--- src/rtl/aes_pkg.sv ---
// Shared types and sizes for the AES receive loader and its byte shifter.
package aes_pkg;
  localparam int AES_BLOCK_W = 128;
  localparam int AES_BYTES   = 16;

  typedef logic [AES_BLOCK_W-1:0] aes_block_t;

  typedef enum logic [1:0] {
    COLLECT  = 2'd0,
    KEY_ARM  = 2'd1,
    KEY_WAIT = 2'd2,
    BLK_OUT  = 2'd3
  } rx_state_t;
endpackage

--- src/rtl/rx_byte_shifter.sv ---
// Byte-to-frame assembler: shift register, byte count, latched frame type,
// type-mismatch detection and a combinational frame-complete strobe.
module rx_byte_shifter
  import aes_pkg::*;
#(
  parameter int FRAME_BYTES = AES_BYTES
) (
  input  logic       clk,
  input  logic       rst,
  input  logic       i_accept,
  input  logic [7:0] i_byte,
  input  logic       i_is_key,
  input  logic       i_clear,
  output aes_block_t o_frame,
  output logic       o_done,
  output logic       o_mismatch,
  output logic       o_busy
);
  localparam int CW = $clog2(FRAME_BYTES + 1);

  aes_block_t    r_sr;
  logic [CW-1:0] r_cnt;
  logic          r_type;
  logic          w_first;
  logic [CW-1:0] w_cnt_next;

  // A mismatching byte restarts the frame as its first byte.
  always_comb begin
    o_mismatch = i_accept && (r_cnt != CW'(0)) && (i_is_key != r_type);
    w_first    = (r_cnt == CW'(0)) || o_mismatch;
    if (w_first) begin
      w_cnt_next = CW'(1);
    end else begin
      w_cnt_next = r_cnt + CW'(1);
    end
    o_done  = i_accept && (w_cnt_next == CW'(FRAME_BYTES));
    o_frame = {r_sr[AES_BLOCK_W-9:0], i_byte};
    o_busy  = (r_cnt != CW'(0));
  end

  always_ff @(posedge clk or posedge rst) begin
    if (rst) begin
      r_sr   <= '0;
      r_cnt  <= CW'(0);
      r_type <= 1'b0;
    end else if (i_accept) begin
      r_sr <= o_frame;
      if (w_first) begin
        r_type <= i_is_key;
      end
      r_cnt <= o_done ? CW'(0) : w_cnt_next;
    end else if (i_clear) begin
      r_cnt <= CW'(0);
    end
  end
endmodule

--- src/rtl/aes_rx_loader.sv ---
// Assembles a byte stream into AES key/data frames, hands keys to the key
// generator (chg_key/change_key_done) and data blocks downstream (valid/ready).
module aes_rx_loader
  import aes_pkg::*;
#(
  parameter int FRAME_BYTES = AES_BYTES,
  parameter int TIMEOUT     = 255
) (
  input  logic       clk,
  input  logic       rst,
  input  logic [7:0] rx_data,
  input  logic       rx_valid,
  input  logic       rx_is_key,
  output logic       rx_ready,
  output aes_block_t rx_key,
  output logic       chg_key,
  input  logic       change_key_done,
  output aes_block_t blk_data,
  output logic       blk_valid,
  input  logic       blk_ready,
  output logic       key_loaded,
  output logic       frame_err
);
  localparam int GW      = (TIMEOUT > 1) ? $clog2(TIMEOUT + 1) : 1;
  localparam int TO_LAST = (TIMEOUT > 0) ? TIMEOUT - 1 : 0;

  rx_state_t     r_state;
  rx_state_t     w_state_next;
  logic [GW-1:0] r_gap;
  logic          r_rx_ready;
  aes_block_t    r_rx_key;
  logic          r_chg_key;
  aes_block_t    r_blk_data;
  logic          r_blk_valid;
  logic          r_key_loaded;
  logic          r_frame_err;

  logic          w_accept;
  logic          w_timeout;
  logic          w_drop;
  logic          w_done;
  logic          w_mismatch;
  logic          w_busy;
  aes_block_t    w_frame;

  assign w_accept = rx_valid && r_rx_ready;

  rx_byte_shifter #(
    .FRAME_BYTES(FRAME_BYTES)
  ) u_shifter (
    .clk       (clk),
    .rst       (rst),
    .i_accept  (w_accept),
    .i_byte    (rx_data),
    .i_is_key  (rx_is_key),
    .i_clear   (w_timeout),
    .o_frame   (w_frame),
    .o_done    (w_done),
    .o_mismatch(w_mismatch),
    .o_busy    (w_busy)
  );

  always_comb begin
    w_timeout = (TIMEOUT != 0) && (r_state == COLLECT) && w_busy && !w_accept
                && (r_gap == GW'(TO_LAST));
    w_drop    = w_done && !rx_is_key && !r_key_loaded;
  end

  // KEY_ARM waits for done low first so a stale done from the last key is ignored.
  always_comb begin
    w_state_next = r_state;
    case (r_state)
      COLLECT: begin
        if (w_done && rx_is_key) begin
          w_state_next = KEY_ARM;
        end else if (w_done && r_key_loaded) begin
          w_state_next = BLK_OUT;
        end else begin
          w_state_next = COLLECT;
        end
      end
      KEY_ARM: begin
        if (!change_key_done) begin
          w_state_next = KEY_WAIT;
        end else begin
          w_state_next = KEY_ARM;
        end
      end
      KEY_WAIT: begin
        if (change_key_done) begin
          w_state_next = COLLECT;
        end else begin
          w_state_next = KEY_WAIT;
        end
      end
      BLK_OUT: begin
        if (blk_ready) begin
          w_state_next = COLLECT;
        end else begin
          w_state_next = BLK_OUT;
        end
      end
      default: w_state_next = COLLECT;
    endcase
  end

  always_ff @(posedge clk or posedge rst) begin
    if (rst) begin
      r_gap <= GW'(0);
    end else if ((TIMEOUT == 0) || (r_state != COLLECT) || !w_busy || w_accept || w_timeout) begin
      r_gap <= GW'(0);
    end else begin
      r_gap <= r_gap + GW'(1);
    end
  end

  always_ff @(posedge clk or posedge rst) begin
    if (rst) begin
      r_state      <= COLLECT;
      r_rx_ready   <= 1'b0;
      r_rx_key     <= '0;
      r_chg_key    <= 1'b0;
      r_blk_data   <= '0;
      r_blk_valid  <= 1'b0;
      r_key_loaded <= 1'b0;
      r_frame_err  <= 1'b0;
    end else begin
      r_state     <= w_state_next;
      r_rx_ready  <= (w_state_next == COLLECT);
      r_frame_err <= w_mismatch || w_timeout || w_drop;
      if ((r_state == COLLECT) && w_done && rx_is_key) begin
        r_rx_key     <= w_frame;
        r_chg_key    <= 1'b1;
        r_key_loaded <= 1'b0;
      end else if ((r_state == KEY_WAIT) && change_key_done) begin
        r_chg_key    <= 1'b0;
        r_key_loaded <= 1'b1;
      end
      if ((r_state == COLLECT) && w_done && !rx_is_key && r_key_loaded) begin
        r_blk_data  <= w_frame;
        r_blk_valid <= 1'b1;
      end else if ((r_state == BLK_OUT) && blk_ready) begin
        r_blk_valid <= 1'b0;
      end
    end
  end

  assign rx_ready   = r_rx_ready;
  assign rx_key     = r_rx_key;
  assign chg_key    = r_chg_key;
  assign blk_data   = r_blk_data;
  assign blk_valid  = r_blk_valid;
  assign key_loaded = r_key_loaded;
  assign frame_err  = r_frame_err;
endmodule
--- config.mk ---
export PLATFORM = sky130hd
export DESIGN_NAME = aes_rx_loader
export DESIGN_NICKNAME = d
export VERILOG_FILES = /design/src/rtl/aes_pkg.sv /design/src/rtl/rx_byte_shifter.sv /design/src/rtl/aes_rx_loader.sv
export SDC_FILE = /design/constraint.sdc
export NUM_CORES = 1
export LEC_CHECK = 0
export ABC_AREA = 1
export BUFFER_PORTS_ARGS = -buffer_cell sky130_fd_sc_hd__buf_2
export CORE_MARGIN = 2
export CORE_UTILIZATION = 45
export DETAILED_ROUTE_END_ITERATION = 8
export GPL_TIMING_DRIVEN = 0
export HOLD_SLACK_MARGIN = 0.02
export PLACE_DENSITY = 0.65
export SYNTH_ARGS = -nofsm -noshare
export SYNTH_HDL_FRONTEND = slang
export SYNTH_SLANG_ARGS = --single-unit
--- constraint.sdc ---
create_clock -name clk -period 18.55 [get_ports clk]
set_input_delay 2.7825 -clock clk [delete_from_list [all_inputs] [get_ports clk]]
set_output_delay 2.7825 -clock clk [all_outputs]
set_load 0.02 [all_outputs]
==> run metrics <==
Via-to-Cell Ratio=5.02; buffering stage count on the worst path with inverters included=4; initial drt markers=817; number of synthesized register bits=397; number of buffers created by CTS=41; number of slew-limit violations in the final report=0; number of placement rows=67; Syn Nets=1700; headroom to the max-slew limit=34.3%; required time at the worst-slack endpoint=18.92 ns; category of the worst setup path capture point=register; Highest Clock Rate=0.221 GHz; Residual DRC=0; core region area=33500 um2; Reg clk slew, reported paths=0.06 ns; dpl hpwl=28.2 mm; count of final hold-check violations=0; global route total overflow=0; wire length after detailed routing=41.1 mm; CTS-repair resized insts=0; startpoint kind of the worst setup timing path=input pin; peak ir drop on the vdd network=0.0766 mV; Die Wd=189 um; Switching Power=0.687 mW; nets@finish=2020; post-DR wirelength/cell=16.6 um; Post-CTS Hold Fix Bufs=0; sequential area share after synthesis=64.8%; Layout area overhead=22.2%; DIE AREA=35500 um2; share of post-route cells with drive strength above 1=19.7%; pwr/cell area=122 nW/um2; die height=189 um; P_int=1.60 mW; max_cap viols=0; Netlist Area Pre-Place=15300 um2; number of levels the H-tree was split into=2; critical path's top delay family=buffers and inverters; clock tree from TritonCTS=done; class of the tightest hold or removal check=reg -> reg; count of buffers from port buffering=274; arrival time worst endpoint=4.91 ns; largest net degree at the start of global routing=118; relative contribution of the clock network to total power=36.7%; time the final worst path needs with I/O delays and setup=4.53 ns; Boundary Pins=275; initial core utilization=45.7%; ordered list of cells on the worst path=buf_2, nand2_1, clkbuf_1, clkbuf_1, clkbuf_1, o22ai_1; Clock Latency Late Sink=0.52 ns; Setup Viol. Count Final=0; number of buffers between clock root and the deepest sink=3; number of global-route vias before repair=12200; delay of the slowest cell on the worst path=0.64 ns; transition at the pin with the smallest max-transition slack=0.985 ns; cell chosen for the clock root=sky130_fd_sc_hd__clkbuf_16; worst-case clock skew=0.0159 ns; Final Power=2.28 mW; RSZ-0062 raised after global routing=no; leakage power total=10.8 nW; Switching Share=30.1%; Critical-path top delay cell=sky130_fd_sc_hd__clkbuf_1; number of buffers inserted by post-CTS setup repair=0; antenna violations before repair=0; setup total negative slack=0 ns; number of standard cells after synthesis=1682; Syn. warnings=0; clock sink count=397; drt pass-1 iters=5; global-route wire length before repair=66.5 mm; routability-driven placement congestion ratio=0.822; Avg Inst Size Synth=9.11 um2; crit path kind=in -> reg; maximum fanout encountered on the critical timing path=10; run status=completed; most numerous cell on the critical path=sky130_fd_sc_hd__clkbuf_1; share of power burned in registers=47.8%; Combinational Power Share=15.5%; antenna diode instance count=0; vias after detailed routing=12400; Netlist cell types=25; post-route ant nets=0; all-layer global routing usage=23.3%; post-route fraction of the period consumed by the critical path=24.4%
[path summary, 6_finish.rpt]
check | from | slack, ns | endpoint | cells after the start
max | rx_valid | 14.02 | u_shifter.r_cnt[1]$_DFFE_PP0P_ | 6
min | blk_data[111]$_DFFE_PP0P_ | 0.46 | blk_data[111]$_DFFE_PP0P_ | 2
max reg2reg | rx_ready$_DFF_PP0_ | 15.96 | u_shifter.r_cnt[1]$_DFFE_PP0P_ | 5
min reg2reg | blk_data[111]$_DFFE_PP0P_ | 0.46 | blk_data[111]$_DFFE_PP0P_ | 2
max in group asynchronous | rst | 14.78 | blk_data[41]$_DFFE_PP0P_ | 4
min in group asynchronous | rst | 2.33 | blk_data[102]$_DFFE_PP0P_ | 2
[through the flow]
stage,area [um2],instances,worst slack (ns),utilization (%),hold WS (ns)
floorplan,15300,1682,4.73,-,0.464
detailed placement,17300,2407,13.41,51.7,0.454
global placement,17300,2404,0.632,51.5,0.449
finish,18700,2479,14.02,55.8,0.463
CTS,18700,2479,13.94,55.8,0.468
global route,18700,2479,13.84,55.8,0.483
[logic make-up after synthesis]
kind of cell	synth area share, %
AOI/OAI and AO/OA	4.29
xor gates and xnor gates	0.114
adders and majority gates	0.327
buffers and inverters	5.18
DFF	64.8
and+or+nand+nor	25.3
[final cells by class]
cell class	count	area (um2)
fill	3069	14800
sequential	397	9930
multi-input combinational	1108	4600
timing repair buffer	277	1450
clock buffer	62	1250
tap	448	561
buffer	97	494
inverter	80	308
clock inverter	10	131
[metal layers]
metal / global-route usage [%] / vias up / share of wire (%)
met4: 5.71 / 0 / 2.1
met5: 0 / - / 0
met1: 33.5 / 6067 / 45
li1: - / 5905 / -
met2: 36.4 / 401 / 46
met3: 4.90 / 61 / 7.0
[cell usage in the layout (no fill, tap or decap)]
master | netlist | layout
sky130_fd_sc_hd__a31o_2 | 2 | 2
sky130_fd_sc_hd__nor2_2 | 1 | 1
sky130_fd_sc_hd__clkbuf_16 | 0 | 43
sky130_fd_sc_hd__nor3_2 | 1 | 1
sky130_fd_sc_hd__clkinvlp_4 | 0 | 1
sky130_fd_sc_hd__a21oi_1 | 2 | 2
sky130_fd_sc_hd__xnor2_1 | 2 | 2
sky130_fd_sc_hd__ha_1 | 4 | 4
sky130_fd_sc_hd__nand3_1 | 136 | 136
sky130_fd_sc_hd__clkbuf_1 | 45 | 54
sky130_fd_sc_hd__bufinv_16 | 0 | 3
sky130_fd_sc_hd__o21ai_1 | 1 | 1
sky130_fd_sc_hd__inv_6 | 0 | 1
sky130_fd_sc_hd__clkbuf_8 | 0 | 10
sky130_fd_sc_hd__nor3b_1 | 2 | 2
sky130_fd_sc_hd__inv_8 | 0 | 1
sky130_fd_sc_hd__nand2_1 | 796 | 796
sky130_fd_sc_hd__o22ai_1 | 3 | 3
sky130_fd_sc_hd__buf_16 | 0 | 3
sky130_fd_sc_hd__dfrtp_1 | 397 | 397
sky130_fd_sc_hd__a31oi_1 | 1 | 1
sky130_fd_sc_hd__buf_4 | 6 | 6
sky130_fd_sc_hd__and3_1 | 1 | 1
sky130_fd_sc_hd__nor2_1 | 24 | 24
sky130_fd_sc_hd__clkinv_2 | 0 | 5
sky130_fd_sc_hd__inv_1 | 78 | 77
sky130_fd_sc_hd__o21ai_0 | 120 | 120
sky130_fd_sc_hd__buf_2 | 38 | 312
sky130_fd_sc_hd__inv_2 | 2 | 2
sky130_fd_sc_hd__nand3_2 | 1 | 1
sky130_fd_sc_hd__nor3_1 | 4 | 4
sky130_fd_sc_hd__buf_6 | 8 | 8
sky130_fd_sc_hd__nand4_1 | 7 | 7
[power by group through the flow]
stage / registers (mW) / clock network [mW] / logic [mW]
after floorplan: 1.15 / 0 / 0.145
after global placement: 1.10 / 0 / 0.348
after detailed placement: 1.10 / 0 / 0.357
after CTS: 1.09 / 0.850 / 0.359
after global routing: 1.11 / 0.890 / 0.396
final: 1.09 / 0.838 / 0.355
[flip-flops by register name (all words and copies together), names as in the netlist]
name	cells
blk_data	128
blk_valid	1
chg_key	1
frame_err	1
key_loaded	1
r_gap	8
r_state	2
rx_key	128
rx_ready	1
u_shifter.r_cnt	5
u_shifter.r_sr	120
u_shifter.r_type	1
[cells in the mapped netlist (all sizes together)]
master | instances | share of area [%]
a31o | 2 | 0.11
xnor2 | 2 | 0.11
o22ai | 3 | 0.12
a21oi | 2 | 0.065
nand4 | 7 | 0.29
nand2 | 796 | 19
o21ai | 121 | 4.0
inv | 80 | 2.0
nor2 | 25 | 0.63
clkbuf | 45 | 1.1
buf | 52 | 2.1
a31oi | 1 | 0.041
dfrtp | 397 | 65
nand3 | 137 | 4.5
nor3b | 2 | 0.098
ha | 4 | 0.33
nor3 | 5 | 0.20
and3 | 1 | 0.041
[tightest hold or removal path, delay by kind of cell (launching register included)]
family	cells	cell delay, ns
flops	1	0.33
simple gates	2	0.10
Note: power is estimated with default switching activity, not from simulation.
